## src/rtl/leb128_decoder_if.sv

```systemverilog
// ============================================================================
//  Module   : leb128_decoder_if
//  Purpose  : Handshake / result bundle between an instruction fetch unit
//             (master) and the LEB128 immediate decoder (slave).
//  Signals  : start, is_signed, is_64   - decode request and mode
//             byte_in, byte_valid       - byte stream from instruction ROM
//             byte_ready                - decoder accepts byte_in
//             busy, done, value, count  - status and decoded result
//             trap                      - malformed-immediate code
//  Revision : 1.0 - initial release
// ============================================================================
`default_nettype none

interface leb128_decoder_if;
    logic        start;
    logic        is_signed;
    logic        is_64;
    logic [7:0]  byte_in;
    logic        byte_valid;
    logic        byte_ready;
    logic        busy;
    logic [63:0] value;
    logic [3:0]  count;
    logic        done;
    logic [2:0]  trap;

    modport master (
        output start, is_signed, is_64, byte_in, byte_valid,
        input  byte_ready, busy, value, count, done, trap
    );

    modport slave (
        input  start, is_signed, is_64, byte_in, byte_valid,
        output byte_ready, busy, value, count, done, trap
    );
endinterface

`default_nettype wire

```

## src/rtl/leb128_decoder.sv

```systemverilog
// ============================================================================
//  Module   : leb128_decoder
//  Purpose  : Decodes one signed/unsigned LEB128 immediate (32- or 64-bit
//             target) from a byte stream, one byte per cycle at most.
//  Ports    : clk   - clock, rising edge
//             reset - synchronous active-high reset
//             bus   - leb128_decoder_if.slave (request, byte stream, result)
//  Params   : TRAP_CODE - code driven on bus.trap for a malformed immediate
//  Revision : 1.0 - initial release
// ============================================================================
`default_nettype none

module leb128_decoder #(
    parameter logic [2:0] TRAP_CODE = 3'd5
) (
    input  logic               clk,
    input  logic               reset,
    leb128_decoder_if.slave    bus
);

    typedef enum logic [1:0] {
        IDLE   = 2'd0,
        DECODE = 2'd1,
        FINISH = 2'd2
    } state_t;

    state_t      state_q, state_d;
    logic [63:0] acc_q, acc_d;
    logic [6:0]  shift_q, shift_d;
    logic [3:0]  cnt_q, cnt_d;
    logic        sgn_q, sgn_d;
    logic        w64_q, w64_d;
    logic [63:0] value_q, value_d;
    logic [3:0]  count_q, count_d;
    logic        done_q, done_d;
    logic        busy_q, busy_d;
    logic        ready_q, ready_d;
    logic [2:0]  trap_q, trap_d;

    // Per-byte datapath, evaluated on the byte currently presented.
    logic [63:0] w_shifted;
    logic [63:0] w_acc_new;
    logic [63:0] w_result;
    logic [6:0]  w_shift_after;
    logic [3:0]  w_cnt_after;
    logic        w_is_last;
    logic        w_range_ok;
    logic        w_err;

    always_comb begin
        // Shifting a 64-bit operand drops anything that would land past bit 63.
        w_shifted     = {57'd0, bus.byte_in[6:0]} << shift_q;
        w_acc_new     = acc_q | w_shifted;
        w_shift_after = shift_q + 7'd7;
        w_cnt_after   = cnt_q + 4'd1;
        w_is_last     = (w_cnt_after == (w64_q ? 4'd10 : 4'd5));

        // On the longest legal encoding the payload bits above the target
        // width must be zero (unsigned) or copies of the sign bit (signed).
        if (w64_q) begin
            if (sgn_q)
                w_range_ok = (bus.byte_in[6:0] == 7'h00) || (bus.byte_in[6:0] == 7'h7F);
            else
                w_range_ok = (bus.byte_in[6:1] == 6'd0);
        end else begin
            if (sgn_q)
                w_range_ok = (bus.byte_in[6:3] == 4'h0) || (bus.byte_in[6:3] == 4'hF);
            else
                w_range_ok = (bus.byte_in[6:4] == 3'd0);
        end
        w_err = w_is_last && (bus.byte_in[7] || !w_range_ok);

        w_result = w_acc_new;
        if (sgn_q && bus.byte_in[6] && (w_shift_after < (w64_q ? 7'd64 : 7'd32)))
            w_result = w_result | (~64'd0 << w_shift_after);
        // 32-bit results are always stored zero-extended.
        if (!w64_q)
            w_result = {32'd0, w_result[31:0]};
    end

    always_comb begin
        state_d = state_q;
        acc_d   = acc_q;
        shift_d = shift_q;
        cnt_d   = cnt_q;
        sgn_d   = sgn_q;
        w64_d   = w64_q;
        value_d = value_q;
        count_d = count_q;
        done_d  = 1'b0;
        busy_d  = busy_q;
        ready_d = ready_q;
        trap_d  = trap_q;

        case (state_q)
            IDLE: begin
                if (bus.start) begin
                    state_d = DECODE;
                    acc_d   = 64'd0;
                    shift_d = 7'd0;
                    cnt_d   = 4'd0;
                    trap_d  = 3'd0;
                    sgn_d   = bus.is_signed;
                    w64_d   = bus.is_64;
                    busy_d  = 1'b1;
                    ready_d = 1'b1;
                end
            end
            DECODE: begin
                if (bus.byte_valid && ready_q) begin
                    acc_d   = w_acc_new;
                    shift_d = w_shift_after;
                    cnt_d   = w_cnt_after;
                    if (w_err) begin
                        state_d = IDLE;
                        trap_d  = TRAP_CODE;
                        busy_d  = 1'b0;
                        ready_d = 1'b0;
                    end else if (!bus.byte_in[7]) begin
                        state_d = FINISH;
                        value_d = w_result;
                        count_d = w_cnt_after;
                        done_d  = 1'b1;
                        busy_d  = 1'b0;
                        ready_d = 1'b0;
                    end
                end
            end
            FINISH: begin
                state_d = IDLE;
            end
            default: begin
                state_d = IDLE;
                busy_d  = 1'b0;
                ready_d = 1'b0;
            end
        endcase
    end

    always_ff @(posedge clk) begin
        if (reset) begin
            state_q <= IDLE;
            acc_q   <= 64'd0;
            shift_q <= 7'd0;
            cnt_q   <= 4'd0;
            sgn_q   <= 1'b0;
            w64_q   <= 1'b0;
            value_q <= 64'd0;
            count_q <= 4'd0;
            done_q  <= 1'b0;
            busy_q  <= 1'b0;
            ready_q <= 1'b0;
            trap_q  <= 3'd0;
        end else begin
            state_q <= state_d;
            acc_q   <= acc_d;
            shift_q <= shift_d;
            cnt_q   <= cnt_d;
            sgn_q   <= sgn_d;
            w64_q   <= w64_d;
            value_q <= value_d;
            count_q <= count_d;
            done_q  <= done_d;
            busy_q  <= busy_d;
            ready_q <= ready_d;
            trap_q  <= trap_d;
        end
    end

    assign bus.byte_ready = ready_q;
    assign bus.busy       = busy_q;
    assign bus.value      = value_q;
    assign bus.count      = count_q;
    assign bus.done       = done_q;
    assign bus.trap       = trap_q;

endmodule

`default_nettype wire

```

## src/flat_wrapper.sv

```systemverilog
// flat-port wrapper written by rule: the top's interface ports become plain ports
module leb128_decoder_flat 
#(
    parameter logic [2:0] TRAP_CODE = 3'd5
)
  (clk, reset, bus_start, bus_is_signed, bus_is_64, bus_byte_in, bus_byte_valid, bus_byte_ready, bus_busy, bus_value, bus_count, bus_done, bus_trap);
  leb128_decoder_if bus_i ();
  input  logic clk;
  input  logic reset;
  input wire logic [$bits(bus_i.start)-1:0] bus_start;
  input wire logic [$bits(bus_i.is_signed)-1:0] bus_is_signed;
  input wire logic [$bits(bus_i.is_64)-1:0] bus_is_64;
  input wire logic [$bits(bus_i.byte_in)-1:0] bus_byte_in;
  input wire logic [$bits(bus_i.byte_valid)-1:0] bus_byte_valid;
  output wire logic [$bits(bus_i.byte_ready)-1:0] bus_byte_ready;
  output wire logic [$bits(bus_i.busy)-1:0] bus_busy;
  output wire logic [$bits(bus_i.value)-1:0] bus_value;
  output wire logic [$bits(bus_i.count)-1:0] bus_count;
  output wire logic [$bits(bus_i.done)-1:0] bus_done;
  output wire logic [$bits(bus_i.trap)-1:0] bus_trap;
  assign bus_i.start = bus_start;
  assign bus_i.is_signed = bus_is_signed;
  assign bus_i.is_64 = bus_is_64;
  assign bus_i.byte_in = bus_byte_in;
  assign bus_i.byte_valid = bus_byte_valid;
  assign bus_byte_ready = bus_i.byte_ready;
  assign bus_busy = bus_i.busy;
  assign bus_value = bus_i.value;
  assign bus_count = bus_i.count;
  assign bus_done = bus_i.done;
  assign bus_trap = bus_i.trap;
  leb128_decoder #(.TRAP_CODE(TRAP_CODE)) u_core (.clk(clk), .reset(reset), .bus(bus_i));
endmodule
```

## config.mk

```make
export PLATFORM = sky130hd
export DESIGN_NAME = leb128_decoder_flat
export DESIGN_NICKNAME = d
export VERILOG_FILES = /design/src/rtl/leb128_decoder_if.sv /design/src/rtl/leb128_decoder.sv /design/src/flat_wrapper.sv
export SDC_FILE = /design/constraint.sdc
export NUM_CORES = 1
export LEC_CHECK = 0
export BUFFER_PORTS_ARGS = -buffer_cell sky130_fd_sc_hd__buf_4
export CORE_MARGIN = 10
export CORE_UTILIZATION = 31
export CTS_CLUSTER_SIZE = 28
export DETAILED_ROUTE_END_ITERATION = 6
export HOLD_SLACK_MARGIN = 0.12
export PLACE_DENSITY = 0.58
export SKIP_LAST_GASP = 1
export SLEW_MARGIN = 5
export SYNTH_ARGS = -nofsm -noshare
export SYNTH_HDL_FRONTEND = slang
export SYNTH_SLANG_ARGS = --single-unit
```

## constraint.sdc

```tcl
create_clock -name clk -period 5.2 [get_ports clk]
set_clock_uncertainty 0.2 [all_clocks]
set_input_delay 0.52 -clock clk [delete_from_list [all_inputs] [get_ports clk]]
set_output_delay 0.52 -clock clk [all_outputs]
set_load 0.005 [all_outputs]
```

==> summary.md <==
| Metric | Value |
|---|---|
| Grt ovf | 0 |
| Outcome | complete, no violations |
| Synth top area cells | dfxtp_1 (41%), nor2_1 (7.4%), a22oi_1 (6.2%), a211oi_1 (5.5%), o2bb2ai_1 (3.8%) |
| Final setup viols | 0 |
| Crit-path max FO | 25 |
| Cell taking the most area after synthesis | dfxtp_1 |
| Reg2Reg Depth | 12 |
| WS Path Type | reg2reg |
| Post-route cell area | 8760 um^2 |
| Post-synthesis area per instance | 8.44 um^2 |
| Total Power | 2.62 mW |
| Share of the synthesized area in the top cell type | 40.7% |
| Largest net degree at the start of global routing | 77 |
| Pleak | 3.05 nW |
| Max-cap viol count | 0 |
| Sequential fraction of the synthesis area | 40.7% |
| First-pass GRT wire length | 40300 um |
| Fmax achieved | 0.252 GHz |
| I/O Pins | 88 |
| Core Area | 23500 um^2 |
| Fin nets | 933 |
| Total Routing Usage GR | 16.6% |
| Final Slew Violations | 0 |
| Peak supply drop | 0.212 mV |
| Yosys warning count | 0 |
| Setup bufs post-CTS | 0 |
| Clock Pin Slew Worst Setup and Hold Paths | 60 ps |
| Cts bufs inserted | 17 |
| # resized after CTS | 0 |
| Clk Latency, worst-skew pair | 420 ps |
| Fin crit share | 76.3% |
| Post-route minimum period | 3970 ps |
| Primary FF master, synth | dfxtp_1 |
| WHS Path Cells | 3 |
| Die height | 174 um |
| CTS root buf | clkbuf_16 |
| RSZ-0062 raised after global routing | false |
| Remaining antenna violation count after routing | 0 |
| Crit path from | u_core.shift_q[1] |
| Final Non-Filler Cells | 1242 |
| Final core utilization | 37.3% |
| CP Launch Type | flip-flop |
| Clock Tree Buf Depth | 2 |
| Via-to-Cell Ratio | 5.75 |
| Initial antenna violation count | 0 |
| Vias in the first global route | 6564 |
| Synth Cell Area | 7380 um^2 |
| WL/cell | 21.1 um |
| Placer Congestion | 0.967 |
| Initial Util | 31.4% |
| DRC Markers | 0 |
| Reg2reg end | u_core.bus.value[11] |
| Post-Syn Instances | 875 |
| Synth Register Bits | 150 |
| Share of layout cells above drive strength 1 | 17.0% |
| Power per cell area | 299 nW/um^2 |
| Synth-to-Final Area Change | 18.7% |
| Least-Margin Pin Slew | 1210 ps |
| Critical Path RT | 5330 ps |
| Slack of the worst reg-to-reg path | 1230 ps |
| DR pass1 iterations | 5 |
| Async SR Flop Fraction | 0% |
| CP endpoint | u_core.bus.value[11] |
| Slew HR | 19.0% |
| Placed cell areas | 8170 um^2 |
| CTS sink count | 150 |
| Endpoints failing hold | 0 |
| Inst Count DP | 1209 |
| R2r startpoint | u_core.shift_q[1] |
| Mapped Nets | 898 |
| Post-synth EDFFs | 0 |
| Die width | 174 um |
| I/O Buffers | 86 |
| First DRT Iteration DRCs | 820 |
| Worst path arrival time | 4100 ps |
| Synth cell types | 76 |
| Antenna diodes | 0 |
| # rows | 56 |
| Post-DP HPWL | 18400 um |
| Post-CTS Hold Fix Bufs | 1 |
| CTS tree | yes |
| Die Area | 30400 um^2 |
| Critical Path Sink Type | flip-flop |
| H-tree levels | 4 |
| Worst hold-check path type | in2reg |
| Via Count | 7143 |
| Setup TNS | 0 ps |
| Drt total wl | 26300 um |
[critical path, cell delays in order, from the launching register on]
cell and delay (ps):
dfxtp_1 300, buf_4 260, inv_1 150, ha_1 220
nor2b_1 180, or3_1 530, nand2_1 120, ha_1 240
a211oi_1 500, nand4_4 360, nor2_1 400, a221oi_1 150
a211oi_1 270
[logic make-up after synthesis]
kind of cell,after synthesis,synth area share (%)
buffers and inverters,97,5.73
DFF,150,40.7
xor gates and xnor gates,4,0.729
AOI/OAI and AO/OA,315,31.3
other,1,0.0508
muxes,13,2.00
and+or+nand+nor,286,18.0
adders and majority gates,9,1.53
[worst min path at each step]
stage,slack (ps),startpoint,endpoint
after floorplan,250,u_core.acc_q[4],u_core.acc_q[4]
after global placement,250,u_core.bus.value[59],u_core.bus.value[59]
after detailed placement,250,u_core.bus.value[32],u_core.bus.value[32]
after CTS,140,bus_is_signed,u_core.sgn_q
after global routing,150,bus_is_signed,u_core.sgn_q
final,150,bus_is_signed,u_core.sgn_q
[sequential cells by signal, summed over array words and instances (netlist names)]
register	flops
u_core.cnt_q	4
u_core.bus.trap	1
u_core.bus.busy	1
u_core.acc_q	64
u_core.shift_q	7
u_core.state_q	2
u_core.sgn_q	1
u_core.bus.value	64
u_core.bus.done	1
u_core.w64_q	1
u_core.bus.count	4
[layout make-up]
| class | instances | area (um^2) |
|---|---|---|
| Clock buffer | 20 | 457 |
| Clock inverter | 12 | 128 |
| Fill cell | 2419 | 14700 |
| Inverter | 13 | 48.8 |
| Multi-Input combinational cell | 628 | 3970 |
| Sequential cell | 150 | 3000 |
| Tap cell | 319 | 399 |
| Timing Repair Buffer | 100 | 753 |
[cells in the mapped netlist (all sizes together) (3+ instances only)]
library cell,number
a2111oi,7
a211oi,55
a21boi,3
a21oi,56
a221oi,17
a22oi,61
a311oi,9
a31oi,9
a32oi,6
and2,12
buf,33
clkbuf,51
dfxtp,150
ha,9
inv,13
mux2,5
mux2i,8
nand2,40
nand2b,5
nand3,18
nand4,5
nor2,145
nor2b,6
nor3,29
nor4,5
o21ai,24
o221ai,3
o22ai,6
o2bb2ai,32
o31ai,5
or3,8
[per-stage QoR]
stage               setup slack, ps  hold WS, ps
floorplan                      1750          254
global route                    984          147
finish                         1230          145
CTS                            1280          137
global placement               1450          251
detailed placement             1330          248
[placed cells by master (no fill, tap or decap), drive strengths merged, types with 3 or more instances in the layout]
cell	netlist	final
nor4	5	5
a2111oi	7	7
a21boi	3	3
nor3	29	29
and2	12	12
nand2	40	40
a211oi	55	55
clkinv	0	5
a31oi	9	9
o221ai	3	3
or3	8	8
nor2	145	145
o2bb2ai	32	32
inv	13	14
nor2b	6	6
o31ai	5	5
o21ai	24	24
a311oi	9	9
mux2i	8	8
a22oi	61	61
mux2	5	5
nand3	18	18
ha	9	9
dfxtp	150	150
nand2b	5	5
nand4	5	5
a32oi	6	6
clkbuf	51	20
buf	33	99
a21oi	56	56
a221oi	17	17
clkinvlp	0	4
o22ai	6	6
[metal layers]
layer / part of all wire, % / track usage [%] / wire (um) / vias to the layer above
met2: 43 / 23.4 / 11200 / 331
met5: 0 / 0 / 0 / -
met4: 2.9 / 5.91 / 752 / 0
li1: - / - / - / 3354
met1: 46 / 23.9 / 12200 / 3413
met3: 8.1 / 3.88 / 2120 / 45
[power breakdown]
group / switching, mW / total (mW) / internal [mW] / leakage (nW)
Combinational: 0.155 / 0.220 / 0.0647 / 1.56
Clock: 0.502 / 1.23 / 0.730 / 0.278
Sequential: 0.0101 / 1.17 / 1.16 / 1.21
Total: 0.667 / 2.62 / 1.95 / 3.05
Power figures use the tool's default switching activity.
